**src/rtl/uart_tx_pkg.sv**
```systemverilog
// Shared baudgen divisor constants (12 MHz clock) and frame layout for uart_tx.
// Frame width grows by one parity bit when UART_TX_PARITY_EN is defined.
package uart_tx_pkg;

    localparam int unsigned B115200 = 104;
    localparam int unsigned B57600  = 208;
    localparam int unsigned B38400  = 312;
    localparam int unsigned B19200  = 625;
    localparam int unsigned B9600   = 1250;

`ifdef UART_TX_PARITY_EN
    localparam int unsigned FRAME_BITS = 11;
`else
    localparam int unsigned FRAME_BITS = 10;
`endif

    // Shift-register image of one frame, bit 0 goes on the line first.
    function automatic logic [FRAME_BITS-1:0] build_frame(input logic [7:0] d);
`ifdef UART_TX_PARITY_EN
        return {1'b1, ^d, d, 1'b0};
`else
        return {1'b1, d, 1'b0};
`endif
    endfunction

endpackage

```
**src/rtl/uart_tx_baudgen.sv**
```systemverilog
// baudgen_tx: one-cycle tick at the end of every BAUD-cycle bit period.
// The divider is held at zero while clk_en is low so each frame starts phase-aligned.
module baudgen_tx
    import uart_tx_pkg::*;
#(
    parameter int unsigned BAUD = B115200
) (
    input  logic clk,
    input  logic rstn,
    input  logic clk_en,
    output logic tick
);

    localparam logic [15:0] LAST = 16'(BAUD - 1);

    logic [15:0] cnt_q, cnt_d;

    always_comb begin
        tick  = clk_en && (cnt_q == LAST);
        cnt_d = cnt_q + 16'd1;
        if (!clk_en || tick) begin
            cnt_d = '0;
        end
    end

    always_ff @(posedge clk) begin
        if (!rstn) begin
            cnt_q <= '0;
        end else begin
            cnt_q <= cnt_d;
        end
    end

endmodule

```
**src/rtl/uart_tx.sv**
```systemverilog
// 8N1 UART transmitter (8E1 when UART_TX_PARITY_EN is defined), BAUD clk cycles per bit.
// tx is the LSB of the frame shift register, so the line is always driven from a flop.
module uart_tx
    import uart_tx_pkg::*;
#(
    parameter int unsigned BAUD = B115200
) (
    input  logic       clk,
    input  logic       rstn,
    input  logic       start,
    input  logic [7:0] data,
    output logic       tx,
    output logic       ready
);

    typedef enum logic [1:0] {
        IDLE     = 2'b00,
        TRANS    = 2'b01,
        STOPWAIT = 2'b10
    } state_t;

    // Bit count seen at the tick that ends the last non-stop bit.
    localparam logic [3:0] LAST_NONSTOP = 4'(FRAME_BITS - 2);

    state_t                  state_q, state_d;
    logic [FRAME_BITS-1:0]   shift_q, shift_d;
    logic [3:0]              bitcnt_q, bitcnt_d;
    logic                    clk_en;
    logic                    tick;

    assign clk_en = (state_q == TRANS) || (state_q == STOPWAIT);
    assign ready  = (state_q == IDLE);
    assign tx     = shift_q[0];

    baudgen_tx #(
        .BAUD(BAUD)
    ) u_baudgen (
        .clk   (clk),
        .rstn  (rstn),
        .clk_en(clk_en),
        .tick  (tick)
    );

    always_comb begin
        state_d  = state_q;
        shift_d  = shift_q;
        bitcnt_d = bitcnt_q;
        case (state_q)
            IDLE: begin
                bitcnt_d = '0;
                if (start) begin
                    state_d = TRANS;
                    shift_d = build_frame(data);
                end
            end
            TRANS: begin
                if (tick) begin
                    shift_d  = {1'b1, shift_q[FRAME_BITS-1:1]};
                    bitcnt_d = bitcnt_q + 4'd1;
                    if (bitcnt_q == LAST_NONSTOP) begin
                        state_d = STOPWAIT;
                    end
                end
            end
            STOPWAIT: begin
                if (tick) begin
                    bitcnt_d = bitcnt_q + 4'd1;
                    state_d  = IDLE;
                end
            end
            default: begin
                state_d  = IDLE;
                shift_d  = '1;
                bitcnt_d = '0;
            end
        endcase
    end

    always_ff @(posedge clk) begin
        if (!rstn) begin
            state_q  <= IDLE;
            shift_q  <= '1;
            bitcnt_q <= '0;
        end else begin
            state_q  <= state_d;
            shift_q  <= shift_d;
            bitcnt_q <= bitcnt_d;
        end
    end

endmodule

```
**config.mk**
```make
export PLATFORM = sky130hd
export DESIGN_NAME = uart_tx
export DESIGN_NICKNAME = d
export VERILOG_FILES = /design/src/rtl/uart_tx_pkg.sv /design/src/rtl/uart_tx_baudgen.sv /design/src/rtl/uart_tx.sv
export SDC_FILE = /design/constraint.sdc
export NUM_CORES = 1
export LEC_CHECK = 0
export BUFFER_PORTS_ARGS = -buffer_cell sky130_fd_sc_hd__buf_2
export CORE_MARGIN = 2
export CORE_UTILIZATION = 55
export CTS_CLUSTER_DIAMETER = 100
export DETAILED_ROUTE_END_ITERATION = 8
export PLACE_DENSITY = 0.74
export SLEW_MARGIN = 20
export SYNTH_ARGS = -nofsm -noshare
export SYNTH_HDL_FRONTEND = slang
export SYNTH_SLANG_ARGS = --single-unit
```
**constraint.sdc**
```tcl
create_clock -name clk -period 2.52 [get_ports clk]
set_input_delay 0.378 -clock clk [delete_from_list [all_inputs] [get_ports clk]]
set_output_delay 0.378 -clock clk [all_outputs]
set_load 0.01 [all_outputs]
```
Yosys cells after proc, flatten, opt, wreduce, memory -nomap -nowiden

Cells that the tools add are included.

Add/sub/neg operators: 2
Equal/unequal tests: 8
Muxes and demuxes: 8
Bitwise gates (word level): 2
Reduce and logical (&&, ||, !) cells: 10

Operator list:

| operator                                                                | number |
|---|---|
| 10-bit one-hot mux with 3 select lines                                  | 1 |
| 10-bit two-way mux                                                      | 2 |
| 16-bit by 1-bit adder with 16-bit output, second input constant         | 1 |
| 16-bit by 7-bit equality test with 1-bit output, second input constant  | 1 |
| 2-bit two-way mux                                                       | 4 |
| 2-bit inequality test, second input constant                            | 3 |
| 2-bit one-hot mux with 3 select lines                                   | 1 |
| 4-bit by 1-bit adder with 4-bit output, second input constant           | 1 |
| 4-bit equality test, second input constant                              | 1 |
| 4-bit AND reduction                                                     | 1 |
| 2-bit OR reduction                                                      | 2 |
| 3-bit AND reduction                                                     | 1 |
| 2-bit by 1-bit equality test with 1-bit output, second input constant   | 1 |
| 2-bit equality test, second input constant                              | 1 |
| 2-bit logical NOT                                                       | 1 |
| 1-bit logical OR                                                        | 2 |
| 2-bit by 1-bit inequality test with 1-bit output, second input constant | 1 |
| 1-bit inverter                                                          | 2 |
| 2-bit AND reduction                                                     | 1 |
| 1-bit logical AND                                                       | 1 |
| 1-bit logical NOT                                                       | 1 |

Flip-flop bits (word level): 32
Bits of input ports: 11
Output and inout port bits: 2

Logic depth before layout (Yosys ltp)

Depth in word-level cells: 5
Depth in mapped cells: 8

By module

A second synthesis with hierarchy kept.

Cells, all modules: 173
Area, all modules: 1609.0 um^2

Modules (own cells, without submodules):

| module     | instances | cells an instance | area an instance (um^2) | seq. area each (um^2) |
|---|---|---|---|---|
| uart_tx    | 1         | 89                | 835.8                   | 300.3 |
| baudgen_tx | 1         | 84                | 773.2                   | 320.3 |

Worst setup path before layout

No wires, ideal clock.

Kind: register to register
Start point: reg state_q[0]
End point: reg shift_q[0]
Setup time: 121 ps
Arrival time: 1949 ps
Setup slack: 450 ps
Stages on the path, launching flop included: 9
Period minus slack after synthesis: 2070 ps
Cells stage by stage: dfxtp_1 -> inv_1 -> ha_1 -> buf_2 -> nor2b_1 -> or2_2 -> o31a_1 -> buf_6 -> mux2_4

Elaborated cells between the ends (all ways): 10
Those cells by class: 4 x eq/ne; 1 x mux; 1 x bitwise; 4 x reduce/logical

RTL lines:

| item                            | line          | RTL |
|---|---|---|
| start: declaration              | uart_tx.sv:25 | `state_t state_q, state_d;` |
| start signal: assignment        | uart_tx.sv:85 | `state_q <= state_d;` |
| 2-bit logical NOT (*)           | --            |  |
| net ready                       | uart_tx.sv:13 | `output logic ready` |
| 2-bit inequality test (no line) | --            |  |
| 3-bit AND reduction (no line)   | --            |  |
| end signal: assignment          | uart_tx.sv:86 | `shift_q <= shift_d;` |
| end: declaration                | uart_tx.sv:26 | `logic [FRAME_BITS-1:0] shift_q, shift_d;` |

The timed path passes the listed nets; every way through them passes the cells marked *.
A chain may end at the register's enable or synchronous reset.

Final worst setup path

Start point: reg state_q[0]
End point: reg shift_q[0]

Longest elaborated chain between the ends: 5
Elaborated cells between the ends (all ways): 10
Those cells by class: 4 x eq/ne; 1 x mux; 1 x bitwise; 4 x reduce/logical

Ends and longest elaborated chain:

| item                                                                                         | line                         | RTL |
|---|---|---|
| 2-bit by 1-bit equality test with 1-bit output / 2-bit equality test (equally long branches) | uart_tx.sv:31, uart_tx.sv:48 |  |
| 1-bit logical OR                                                                             | uart_tx.sv:31                | `assign clk_en = (state_q == TRANS) \|\| (state_q == STOPWAIT);` |
| 1-bit logical AND                                                                            | uart_tx_baudgen.sv:19        | `tick = clk_en && (cnt_q == LAST);` |
| 2-bit inequality test (no line)                                                              | --                           |  |
| 3-bit AND reduction (no line)                                                                | --                           |  |

Several ways; a longest one is shown, not always the timed one.

==> impl_metrics.ini <==
[global_routing]
antenna_found_initial = 0
track_usage = 0.1910
grt_pass1_wl_um = 4912
grt_pass1_vias = 1178
overflow = 0
grt_max_degree = 19

[synthesis]
netlist_instances = 170
synthMuxAreaShare = 0.08524
yosysWarnings = 0
synth_compound_area_frac = 0.07735
synth_nets = 189
synth_top_family_by_area = simple AND/OR/NAND/NOR gates
synth_seq_cells = 31
synth_fa_ha_area_frac = 0.06314
yosys.cell_types.count = 36
ys_seq_area_frac = 0.3915
mappedNetlistArea_um2 = 1585
synth_xor_area_frac = 0.07735
avgSynthCellArea_um2 = 9.325
synthSimpleGateAreaFrac = 0.2612

[clocking]
cts_buffer_depth = 2
post_cts_buffers = 0
path_clk_slew_ns = 0.09
cts_tree = done
cts_buffers = 5
htreeDepth = 2
cts_hold_buffers = 0
clock_sinks = 31
clkLatencyLatePin_ns = 0.33
ctsResizeCount = 0
root_buffer = clkbuf_4

[pwr]
p_per_area_nw_per_um2 = 838.3
power_mw = 1.419
p_leak_nw = 0.6039
peakVddDrop_uv = 855.7

[routing]
first_pass_iters = 4
via_per_inst = 5.648
drt-wirelength-per-cell_um = 13.46
via_count = 1203
ant_nets = 0
drc = 0
drt_iter0_markers = 32
drt-total-wl_um = 2868

[sta]
finalSetupViolations = 0
finClkSkew_ns = 0.01149
relSlewSlack = 0.6094
hold_violations = 0
fin_crit_sh = 0.8948
rsz0062_at_grt = no
worst_slew_pin_slew_ns = 0.5842
slew_viol_final = 0
timing.fmax_mhz = 443.5
fin_crit_ns = 2.255
worst_slack_ns = 0.2651
hold-worst-slack_ns = 0.3274
totalNegativeSetupSlack_ns = 0

[run]
cap_viol_max_count = 0

[critical_path]
cp_top_family = simple AND/OR/NAND/NOR gates
r2r_setup_slack_ns = 0.27
endpoint_kind = flip-flop
startpoint_type = flip-flop
critical_path_class = flip-flop to flip-flop
path_buf_inv = 1
critical-path-max-stage-delay_ns = 0.46
cp.required_ns = 2.75
crit_path_cell_trace = inv_1 -> ha_1 -> nor2b_1 -> or2_2 -> o31a_1 -> mux2_4
crit_arrival_ns = 2.48
slowest_stage = o31a_1
path_max_fanout = 11

[floorplanning]
initial_core_util = 0.5749
core_um2 = 2758
die_area_um2 = 3328
dieHeight_um = 57.69
die_width_um = 57.69
num_rows = 19
io_pins = 13

[min_path]
hp-class = input pin to flip-flop

[outcome]
outcome = finished clean

[final_layout]
diodes = 0
fin_nets = 202
fin_cells = 213
drive_above_1_share = 0.1429
area_growth_pct = 6.787

[placed_design]
dpl.hpwl_um = 2048
dp_slack_ns = 0.3180
dp.cells = 207
place.gp.congestion = 0.7821
port_buffers = 12
## metal layers
metal	up-vias	GRT usage	routed length, um
met2	23	0.3166	1425
met4	0	0.07973	42
met5	-	0	0
met3	7	0.07143	138
met1	563	0.2219	1261
li1	610	-	-
## synth_stat cells
| cell type | number | area share |
|---|---|---|
| dfxtp_1 | 31 | 0.39 |
| or2_1 | 1 | 0.0039 |
| inv_1 | 10 | 0.024 |
| o21ai_1 | 1 | 0.0032 |
| o31a_1 | 1 | 0.0055 |
| o31ai_1 | 1 | 0.0047 |
| buf_6 | 1 | 0.0071 |
| ha_1 | 8 | 0.063 |
| or4_1 | 1 | 0.0047 |
| xor2_1 | 2 | 0.011 |
| clkbuf_1 | 3 | 0.0071 |
| a221oi_1 | 7 | 0.039 |
| and3_1 | 1 | 0.0039 |
| nor4b_4 | 1 | 0.015 |
| nand2b_1 | 1 | 0.0039 |
| xnor2_1 | 12 | 0.066 |
| nor4_1 | 3 | 0.012 |
| mux2i_1 | 12 | 0.076 |
| nor2_1 | 19 | 0.045 |
| buf_2 | 2 | 0.0063 |
| nor4_2 | 2 | 0.016 |
| or2_2 | 3 | 0.012 |
| nor2b_1 | 9 | 0.036 |
| nor4b_1 | 1 | 0.0055 |
| nand2_1 | 10 | 0.024 |
| nand4_2 | 1 | 0.0079 |
| nor3_1 | 4 | 0.013 |
| a221o_1 | 1 | 0.0063 |
| nand4b_1 | 1 | 0.0055 |
| a21oi_1 | 4 | 0.013 |
| o21ai_0 | 2 | 0.0063 |
| mux2_4 | 1 | 0.0095 |
| nand4_1 | 2 | 0.0079 |
| nand3_1 | 8 | 0.025 |
| nand4_4 | 1 | 0.013 |
| or3_1 | 2 | 0.0079 |
## tightest hold or removal path: stages
cell     delay, ns
buf_2         0.08
nor4b_1       0.04
mux2i_1       0.12
## power by group
part / total, mW / switching [mW] / internal, mW
clock network: 0.261 / 0.162 / 0.0990
logic: 0.537 / 0.299 / 0.238
registers: 0.621 / 0.0507 / 0.570
## path summary, 6_finish.rpt
kind                                                     from                       endpoint  cells after the start
worst max-delay path                  state_q[0]$_SDFFE_PN0P_        shift_q[0]$_SDFFE_PN1P_                      6
worst min register to register  u_baudgen.cnt_q[0]$_SDFF_PP0_  u_baudgen.cnt_q[0]$_SDFF_PP0_                      1
worst min-delay path                                  data[7]        shift_q[8]$_SDFFE_PN1P_                      3
worst max register to register        state_q[0]$_SDFFE_PN0P_        shift_q[0]$_SDFFE_PN1P_                      6
## registers in the layout, summed over array words and instances, names as in the netlist
| register | flops |
|---|---|
| shift_q | 9 |
| state_q | 2 |
| bitcnt_q | 4 |
| u_baudgen.cnt_q | 16 |
## placed cells by master, fill, tap and decap left out, types with 2 or more instances in the layout
| master | count |
|---|---|
| o21ai_0 | 2 |
| xnor2_1 | 12 |
| or2_2 | 3 |
| nor2_1 | 19 |
| a221oi_1 | 7 |
| nand3_1 | 8 |
| nor3_1 | 4 |
| mux2i_1 | 12 |
| nor4_2 | 2 |
| a21oi_1 | 4 |
| nor4_1 | 3 |
| ha_1 | 8 |
| xor2_1 | 2 |
| nand2_1 | 10 |
| nand4_1 | 2 |
| buf_2 | 12 |
| inv_1 | 10 |
| clkbuf_4 | 5 |
| nor2b_1 | 9 |
| or3_1 | 2 |
| dfxtp_1 | 31 |
## stage by stage
stage                     utilization  instance area (um^2)
after CTS                      0.6139                  1693
final                          0.6139                  1693
after detailed placement       0.5989                  1652
after global placement         0.5989                  1652
after floorplan                     -                  1585
after global routing           0.6139                  1693
## cell families after synthesis
group	after synthesis
AOI/OAI and AO/OA	17
and+or+nand+nor	71
DFF	31
xor gates and xnor gates	14
buffers and inverters	16
adders and majority gates	8
muxes	13
## layout make-up
type | count | area (um^2)
timing repair buffer | 12 | 60.06
inverter | 10 | 37.54
clock buffer | 6 | 41.29
multi-input combinational | 123 | 894.6
tap | 31 | 38.79
fill | 249 | 1065
sequential | 31 | 620.6
No activity file was read; power rests on OpenSTA's default activity.
